## src/rtl/wb_stage_if.sv

```systemverilog
// rtl/wb_stage_if.sv - MEM-to-WB bundle plus register-file write and forwarding outputs
interface wb_stage_if #(
  parameter int AW    = 5,
  parameter int CNT_W = 16
);
  logic             valid_i;
  logic             flush_i;
  logic             regwe_i;
  logic [1:0]       cregwa_i;
  logic [1:0]       cregwd_i;
  logic [2:0]       ldsel_i;
  logic [AW-1:0]    rt_i;
  logic [AW-1:0]    rd_i;
  logic [31:0]      aluout_i;
  logic [31:0]      pc_i;
  logic [31:0]      memrd_i;
  logic             memrd_vld_i;
  logic             we;
  logic [AW-1:0]    wa;
  logic [31:0]      wd;
  logic             we_wb;
  logic [AW-1:0]    wa_wb;
  logic [31:0]      wd_wb;
  logic             wb_busy_o;
  logic [CNT_W-1:0] retired_o;

  modport master (
    output valid_i, flush_i, regwe_i, cregwa_i, cregwd_i, ldsel_i,
           rt_i, rd_i, aluout_i, pc_i, memrd_i, memrd_vld_i,
    input  we, wa, wd, we_wb, wa_wb, wd_wb, wb_busy_o, retired_o
  );

  modport slave (
    input  valid_i, flush_i, regwe_i, cregwa_i, cregwd_i, ldsel_i,
           rt_i, rd_i, aluout_i, pc_i, memrd_i, memrd_vld_i,
    output we, wa, wd, we_wb, wa_wb, wd_wb, wb_busy_o, retired_o
  );
endinterface

```

## src/rtl/wb_stage.sv

```systemverilog
// rtl/wb_stage.sv - MEM/WB register, load alignment, write-back mux, load stall and retire counter
module wb_stage #(
  parameter int AW       = 5,
  parameter int LINK_REG = 31,
  parameter int LINK_OFS = 8,
  parameter int CNT_W    = 16
) (
  input  logic       clk,
  input  logic       rst,
  wb_stage_if.slave  bus
);

  logic             valid_q;
  logic             regwe_q;
  logic [1:0]       cregwd_q;
  logic [2:0]       ldsel_q;
  logic [AW-1:0]    wa_q;
  logic [31:0]      alu_q;
  logic [31:0]      pc_q;
  logic [CNT_W-1:0] cnt_q;

  logic             is_load;
  logic             busy;
  logic             adv;
  logic [AW-1:0]    wa_sel;
  logic [7:0]       ld_byte;
  logic [15:0]      ld_half;
  logic [31:0]      ld_val;
  logic [31:0]      wd_sel;
  logic             we_int;

  assign is_load = valid_q && (cregwd_q == 2'd1);
  assign busy    = is_load && !bus.memrd_vld_i;
  assign adv     = !busy;

  // Destination is resolved in MEM so WB only stores the final address.
  always_comb begin
    wa_sel = bus.rt_i;
    case (bus.cregwa_i)
      2'd1:    wa_sel = bus.rd_i;
      2'd2:    wa_sel = AW'(LINK_REG);
      default: wa_sel = bus.rt_i;
    endcase
  end

  always_ff @(posedge clk or negedge rst) begin
    if (!rst) begin
      valid_q  <= 1'b0;
      regwe_q  <= 1'b0;
      cregwd_q <= 2'd0;
      ldsel_q  <= 3'd0;
      wa_q     <= '0;
      alu_q    <= 32'd0;
      pc_q     <= 32'd0;
    end else if (adv) begin
      valid_q  <= bus.valid_i && !bus.flush_i;
      regwe_q  <= bus.regwe_i;
      cregwd_q <= bus.cregwd_i;
      ldsel_q  <= bus.ldsel_i;
      wa_q     <= wa_sel;
      alu_q    <= bus.aluout_i;
      pc_q     <= bus.pc_i;
    end
  end

  always_ff @(posedge clk or negedge rst) begin
    if (!rst) begin
      cnt_q <= '0;
    end else if (valid_q && !busy) begin
      cnt_q <= cnt_q + 1'b1;
    end
  end

  // Big-endian lanes: offset 0 is the most significant byte of the word.
  always_comb begin
    ld_byte = bus.memrd_i[31:24];
    case (alu_q[1:0])
      2'd1:    ld_byte = bus.memrd_i[23:16];
      2'd2:    ld_byte = bus.memrd_i[15:8];
      2'd3:    ld_byte = bus.memrd_i[7:0];
      default: ld_byte = bus.memrd_i[31:24];
    endcase
  end

  assign ld_half = alu_q[1] ? bus.memrd_i[15:0] : bus.memrd_i[31:16];

  always_comb begin
    ld_val = bus.memrd_i;
    case (ldsel_q)
      3'd1:    ld_val = {{16{ld_half[15]}}, ld_half};
      3'd2:    ld_val = {16'd0, ld_half};
      3'd3:    ld_val = {{24{ld_byte[7]}}, ld_byte};
      3'd4:    ld_val = {24'd0, ld_byte};
      default: ld_val = bus.memrd_i;
    endcase
  end

  always_comb begin
    wd_sel = alu_q;
    case (cregwd_q)
      2'd1:    wd_sel = ld_val;
      2'd2:    wd_sel = pc_q + 32'(LINK_OFS);
      2'd3:    wd_sel = 32'd0;
      default: wd_sel = alu_q;
    endcase
  end

  assign we_int = valid_q && regwe_q && !busy && (wa_q != '0);

  assign bus.we        = we_int;
  assign bus.wa        = wa_q;
  assign bus.wd        = wd_sel;
  assign bus.we_wb     = we_int;
  assign bus.wa_wb     = wa_q;
  assign bus.wd_wb     = wd_sel;
  assign bus.wb_busy_o = busy;
  assign bus.retired_o = cnt_q;

endmodule

```

## src/flat_wrapper.sv

```systemverilog
// flat-port wrapper written by rule: the top's interface ports become plain ports
module wb_stage_flat 
#(
  parameter int AW       = 5,
  parameter int LINK_REG = 31,
  parameter int LINK_OFS = 8,
  parameter int CNT_W    = 16
)
  (clk, rst, bus_valid_i, bus_flush_i, bus_regwe_i, bus_cregwa_i, bus_cregwd_i, bus_ldsel_i, bus_rt_i, bus_rd_i, bus_aluout_i, bus_pc_i, bus_memrd_i, bus_memrd_vld_i, bus_we, bus_wa, bus_wd, bus_we_wb, bus_wa_wb, bus_wd_wb, bus_wb_busy_o, bus_retired_o);
  wb_stage_if #(.AW(AW), .CNT_W(CNT_W)) bus_i ();
  input  logic clk;
  input  logic rst;
  input wire logic [$bits(bus_i.valid_i)-1:0] bus_valid_i;
  input wire logic [$bits(bus_i.flush_i)-1:0] bus_flush_i;
  input wire logic [$bits(bus_i.regwe_i)-1:0] bus_regwe_i;
  input wire logic [$bits(bus_i.cregwa_i)-1:0] bus_cregwa_i;
  input wire logic [$bits(bus_i.cregwd_i)-1:0] bus_cregwd_i;
  input wire logic [$bits(bus_i.ldsel_i)-1:0] bus_ldsel_i;
  input wire logic [$bits(bus_i.rt_i)-1:0] bus_rt_i;
  input wire logic [$bits(bus_i.rd_i)-1:0] bus_rd_i;
  input wire logic [$bits(bus_i.aluout_i)-1:0] bus_aluout_i;
  input wire logic [$bits(bus_i.pc_i)-1:0] bus_pc_i;
  input wire logic [$bits(bus_i.memrd_i)-1:0] bus_memrd_i;
  input wire logic [$bits(bus_i.memrd_vld_i)-1:0] bus_memrd_vld_i;
  output wire logic [$bits(bus_i.we)-1:0] bus_we;
  output wire logic [$bits(bus_i.wa)-1:0] bus_wa;
  output wire logic [$bits(bus_i.wd)-1:0] bus_wd;
  output wire logic [$bits(bus_i.we_wb)-1:0] bus_we_wb;
  output wire logic [$bits(bus_i.wa_wb)-1:0] bus_wa_wb;
  output wire logic [$bits(bus_i.wd_wb)-1:0] bus_wd_wb;
  output wire logic [$bits(bus_i.wb_busy_o)-1:0] bus_wb_busy_o;
  output wire logic [$bits(bus_i.retired_o)-1:0] bus_retired_o;
  assign bus_i.valid_i = bus_valid_i;
  assign bus_i.flush_i = bus_flush_i;
  assign bus_i.regwe_i = bus_regwe_i;
  assign bus_i.cregwa_i = bus_cregwa_i;
  assign bus_i.cregwd_i = bus_cregwd_i;
  assign bus_i.ldsel_i = bus_ldsel_i;
  assign bus_i.rt_i = bus_rt_i;
  assign bus_i.rd_i = bus_rd_i;
  assign bus_i.aluout_i = bus_aluout_i;
  assign bus_i.pc_i = bus_pc_i;
  assign bus_i.memrd_i = bus_memrd_i;
  assign bus_i.memrd_vld_i = bus_memrd_vld_i;
  assign bus_we = bus_i.we;
  assign bus_wa = bus_i.wa;
  assign bus_wd = bus_i.wd;
  assign bus_we_wb = bus_i.we_wb;
  assign bus_wa_wb = bus_i.wa_wb;
  assign bus_wd_wb = bus_i.wd_wb;
  assign bus_wb_busy_o = bus_i.wb_busy_o;
  assign bus_retired_o = bus_i.retired_o;
  wb_stage #(.AW(AW), .LINK_REG(LINK_REG), .LINK_OFS(LINK_OFS), .CNT_W(CNT_W)) u_core (.clk(clk), .rst(rst), .bus(bus_i));
endmodule
```

## config.mk

```make
export PLATFORM = sky130hd
export DESIGN_NAME = wb_stage_flat
export DESIGN_NICKNAME = d
export VERILOG_FILES = /design/src/rtl/wb_stage_if.sv /design/src/rtl/wb_stage.sv /design/src/flat_wrapper.sv
export SDC_FILE = /design/constraint.sdc
export NUM_CORES = 1
export LEC_CHECK = 0
export BUFFER_PORTS_ARGS = -buffer_cell sky130_fd_sc_hd__buf_2
export CAP_MARGIN = 20
export CORE_UTILIZATION = 40
export DETAILED_ROUTE_END_ITERATION = 8
export PLACE_DENSITY = 0.72
export SLEW_MARGIN = 20
export SYNTH_ARGS = -nofsm -noshare
export SYNTH_HDL_FRONTEND = slang
export SYNTH_SLANG_ARGS = --single-unit
```

## constraint.sdc

```tcl
create_clock -name clk -period 2.17 [get_ports clk]
set_input_delay 0.217 -clock clk [delete_from_list [all_inputs] [get_ports clk]]
set_output_delay 0.217 -clock clk [all_outputs]
set_load 0.05 [all_outputs]
```

==> impl_metrics.env <==
export IMPL_outcome="finished with violations"
export IMPL_violations="negative setup slack"
export IMPL_vdd_drop_max_mv=0.6727
export IMPL_max_stage_delay_ps=410
export IMPL_synth_avg_cell_area_um2=10.18
export IMPL_worstPathMaxFanout=6
export IMPL_clk_latency_ps=350
export IMPL_cts_root_buf="clkbuf_16"
export IMPL_syn2layout_area_growth_pct=63.30
export IMPL_endpoint_kind="output pin"
export IMPL_post_route_period_util_pct=113.4
export IMPL_initialDrtViolationCount=264
export IMPL_startpoint_type="register"
export IMPL_p_leak_nw=4.049
export IMPL_synth_area_leaders="dfrtp_1, mux2_1, buf_4"
export IMPL_fin_ws_ps=-290.9
export IMPL_rows=43
export IMPL_antenna_found_initial=0
export IMPL_crit_type="register to output pin"
export IMPL_cts_path_max_buffers=2
export IMPL_gp_congestion=0.9327
export IMPL_reg2reg_to="u_core.alu_q[19]"
export IMPL_synth_ff_type="dfrtp_1"
export IMPL_synth_seq_cells=92
export IMPL_maxCapViolCount=0
export IMPL_yosys_warnings=0
export IMPL_placed_area_mm2=0.007386
export IMPL_power_density_mw_per_mm2=667.3
export IMPL_clkTransAtPathRegs_ps=70
export IMPL_synth_area_leader_cell="dfrtp_1"
export IMPL_drive_above_1_share_pct=56.63
export IMPL_drt_total_wl_um=19720
export IMPL_worstPathArrival_ps=2240
export IMPL_setup_viol=64
export IMPL_power_total_mw=6.190
export IMPL_fin_worst_skew_ps=11.79
export IMPL_grt_pass1_vias=5521
export IMPL_diodes=0
export IMPL_die_w_um=121.2
export IMPL_cts_tree="built"
export IMPL_cts_buffers_inserted=9
export IMPL_crit_reg2reg_launch="u_core.cregwd_q[1]"
export IMPL_synth_cell_types=56
export IMPL_drt_pass1_iterations=4
export IMPL_cp_data_required_time_ps=1950
export IMPL_dpl_worst_slack_ps=9.832
export IMPL_dp_cells=932
export IMPL_seq_area_frac_synth_pct=40.53
export IMPL_final_area_mm2=0.009276
export IMPL_rsz0062_at_grt="yes"
export IMPL_io_pins=212
export IMPL_initial_utilization_pct=40.92
export IMPL_slew_headroom_pct=70.84
export IMPL_layoutNonFillerInstCount=994
export IMPL_crit_end="bus_wd[30]"
export IMPL_worst_pin_slew_ps=437.3
export IMPL_core_mm2=0.01388
export IMPL_crit_top_cell="buf_6"
export IMPL_cp_slowest_cell="dfrtp_1"
export IMPL_grt_ovfl_total=0
export IMPL_postRouteAntennaNets=0
export IMPL_synth_edf_count=0
export IMPL_synth_top_area_share_pct=40.53
export IMPL_async_reset_ff_share_pct=100.0
export IMPL_portBuffers=211
export IMPL_die_h_um=121.2
export IMPL_clock_fmax_mhz=406.4
export IMPL_num_vias=5400
export IMPL_drc=0
export IMPL_clkSinkCount=92
export IMPL_h_tree_depth=3
export IMPL_r2r_setup_slack_ps=210
export IMPL_synthesis_area_mm2=0.005680
export IMPL_final_net_count=932
export IMPL_cp_cell_sequence="nand4_4 -> buf_6 -> nor3_4 -> buf_6 -> buf_4 -> nand4_1 -> xor2_1 -> a21oi_4 -> buf_6"
export IMPL_startpoint="u_core.pc_q[5]"
export IMPL_via_per_inst=5.433
export IMPL_drv_slew=0
export IMPL_routedWlPerCell_um=19.84
export IMPL_fin_crit_ps=2461
export IMPL_hpwlAfterDp_um=13870
export IMPL_netlist_instances=558
export IMPL_grt_max_degree=70
export IMPL_reg2reg_depth=5
export IMPL_grt_usage_pct=26.35
export IMPL_grt_pass1_wl_um=29420
export IMPL_hold_viol_final=0
export IMPL_hold_class="primary input to register"
export IMPL_syn_nets=681
export IMPL_dieArea_mm2=0.01468
==> how the worst min path moves through the flow <==
stage,startpoint,to,cells past startpoint
floorplan,rst,u_core.alu_q[0],0
global placement,rst,u_core.alu_q[31],1
detailed placement,rst,u_core.alu_q[31],1
CTS,bus_aluout_i[21],u_core.alu_q[21],2
global route,bus_aluout_i[6],u_core.alu_q[6],2
finish,bus_aluout_i[6],u_core.alu_q[6],2
==> power breakdown <==
group | internal, mW | switching (mW)
Sequential | 1.86 | 0.179
Clock | 0.959 | 0.701
Combinational | 0.952 | 1.54
Total | 3.77 | 2.42
==> routing by layer <==
layer  vias up  global-route usage, %  routed length [um]
li1       2472                      -                   -
met1      2647                  31.71                7729
met2       237                  46.04               10100
met3        44                  4.840                1280
met4         0                  10.96                 608
met5         -                      0                   0
==> registers in the layout (all words and copies together) (netlist names) <==
register and flops:
u_core.ldsel_q 3, u_core.valid_q 1, u_core.regwe_q 1, u_core.bus.retired_o 16, u_core.cregwd_q 2, u_core.pc_q 32
u_core.bus.wa 5, u_core.alu_q 32
==> cell usage in the layout, fill, tap and decap left out, types with 4 or more instances in the layout <==
cell type,instances
nand3_2,5
nor4_4,4
nand3_4,9
buf_2,145
xor2_2,11
clkbuf_16,9
o21ai_0,4
mux2i_1,11
mux4_2,4
nand2_1,42
buf_6,80
o221ai_4,15
dfrtp_2,12
nand3_1,9
xor2_1,5
dfrtp_1,80
o22a_1,4
o221ai_2,5
xnor2_1,19
nor2_1,44
o21ai_2,6
buf_8,7
buf_4,68
a22oi_2,4
nand4_1,10
mux2_1,68
nand2_2,4
and3_1,4
xnor2_2,5
o21ai_1,7
a21oi_1,10
inv_1,7
nor3_4,4
buf_12,7
a211o_1,4
==> repair_timing <==
item,4_1_cts,5_1_grt
setup endpoints to repair,64,65
pin swaps,42,29
gates resized for setup,199,82
hold endpoints to repair,27,0
setup buffers,33,15
hold buffers,1,0
gates cloned,0,1
==> cell usage after synthesis (4+ instances only) <==
master    count
xor2_1       18
o21ai_0       5
nand4_1      10
mux2i_1      14
mux2_1       69
o21ai_1      13
inv_1         8
and3_1        5
a21o_1        4
xnor2_1      25
nand2_1      48
nor2_1       46
mux4_2        4
a21oi_1      14
nand3_1      21
clkbuf_1     11
a211o_1       5
buf_4        46
buf_2        10
dfrtp_1      92
nor3_1        4
o221ai_1     20
a22oi_1       4
ha_1          4
o22a_1        4
==> through the flow <==
stage,TNS (ps),hold WS [ps],utilization (%)
after detailed placement,0,189.1,53.21
after global placement,0,186.7,53.21
after floorplan,-1593,-78.59,-
final,-12180,78.17,66.83
after CTS,-8874,67.65,63.00
after global routing,-16910,80.33,66.83
==> cell families after synthesis <==
kind of cell	after synthesis	share of synthesized area (%)
and+or+nand+nor	161	13.97
AOI/OAI and AO/OA	93	11.72
DFF	92	40.53
muxes	88	17.93
buffers and inverters	77	8.348
xor gates and xnor gates	43	6.630
adders and majority gates	4	0.8811
==> cell type report <==
cell class                      count  area (um2)
Multi-Input combinational cell    389        3993
Sequential cell                    92        2317
Fill cell                         993        4604
Tap cell                          180       225.2
Inverter                            8       30.03
Clock inverter                      5       58.81
Clock buffer                       11       252.7
Timing Repair Buffer              309        2400
==> worst max-delay path: cells and delay by family, from the launching register on <==
family / cells / cell delay, ps
xor gates and xnor gates: 1 / 210
DFF: 1 / 410
and+or+nand+nor: 3 / 440
buffers and inverters: 4 / 610
AOI/OAI and AO/OA: 1 / 220
No activity file was read; power rests on OpenSTA's default activity.
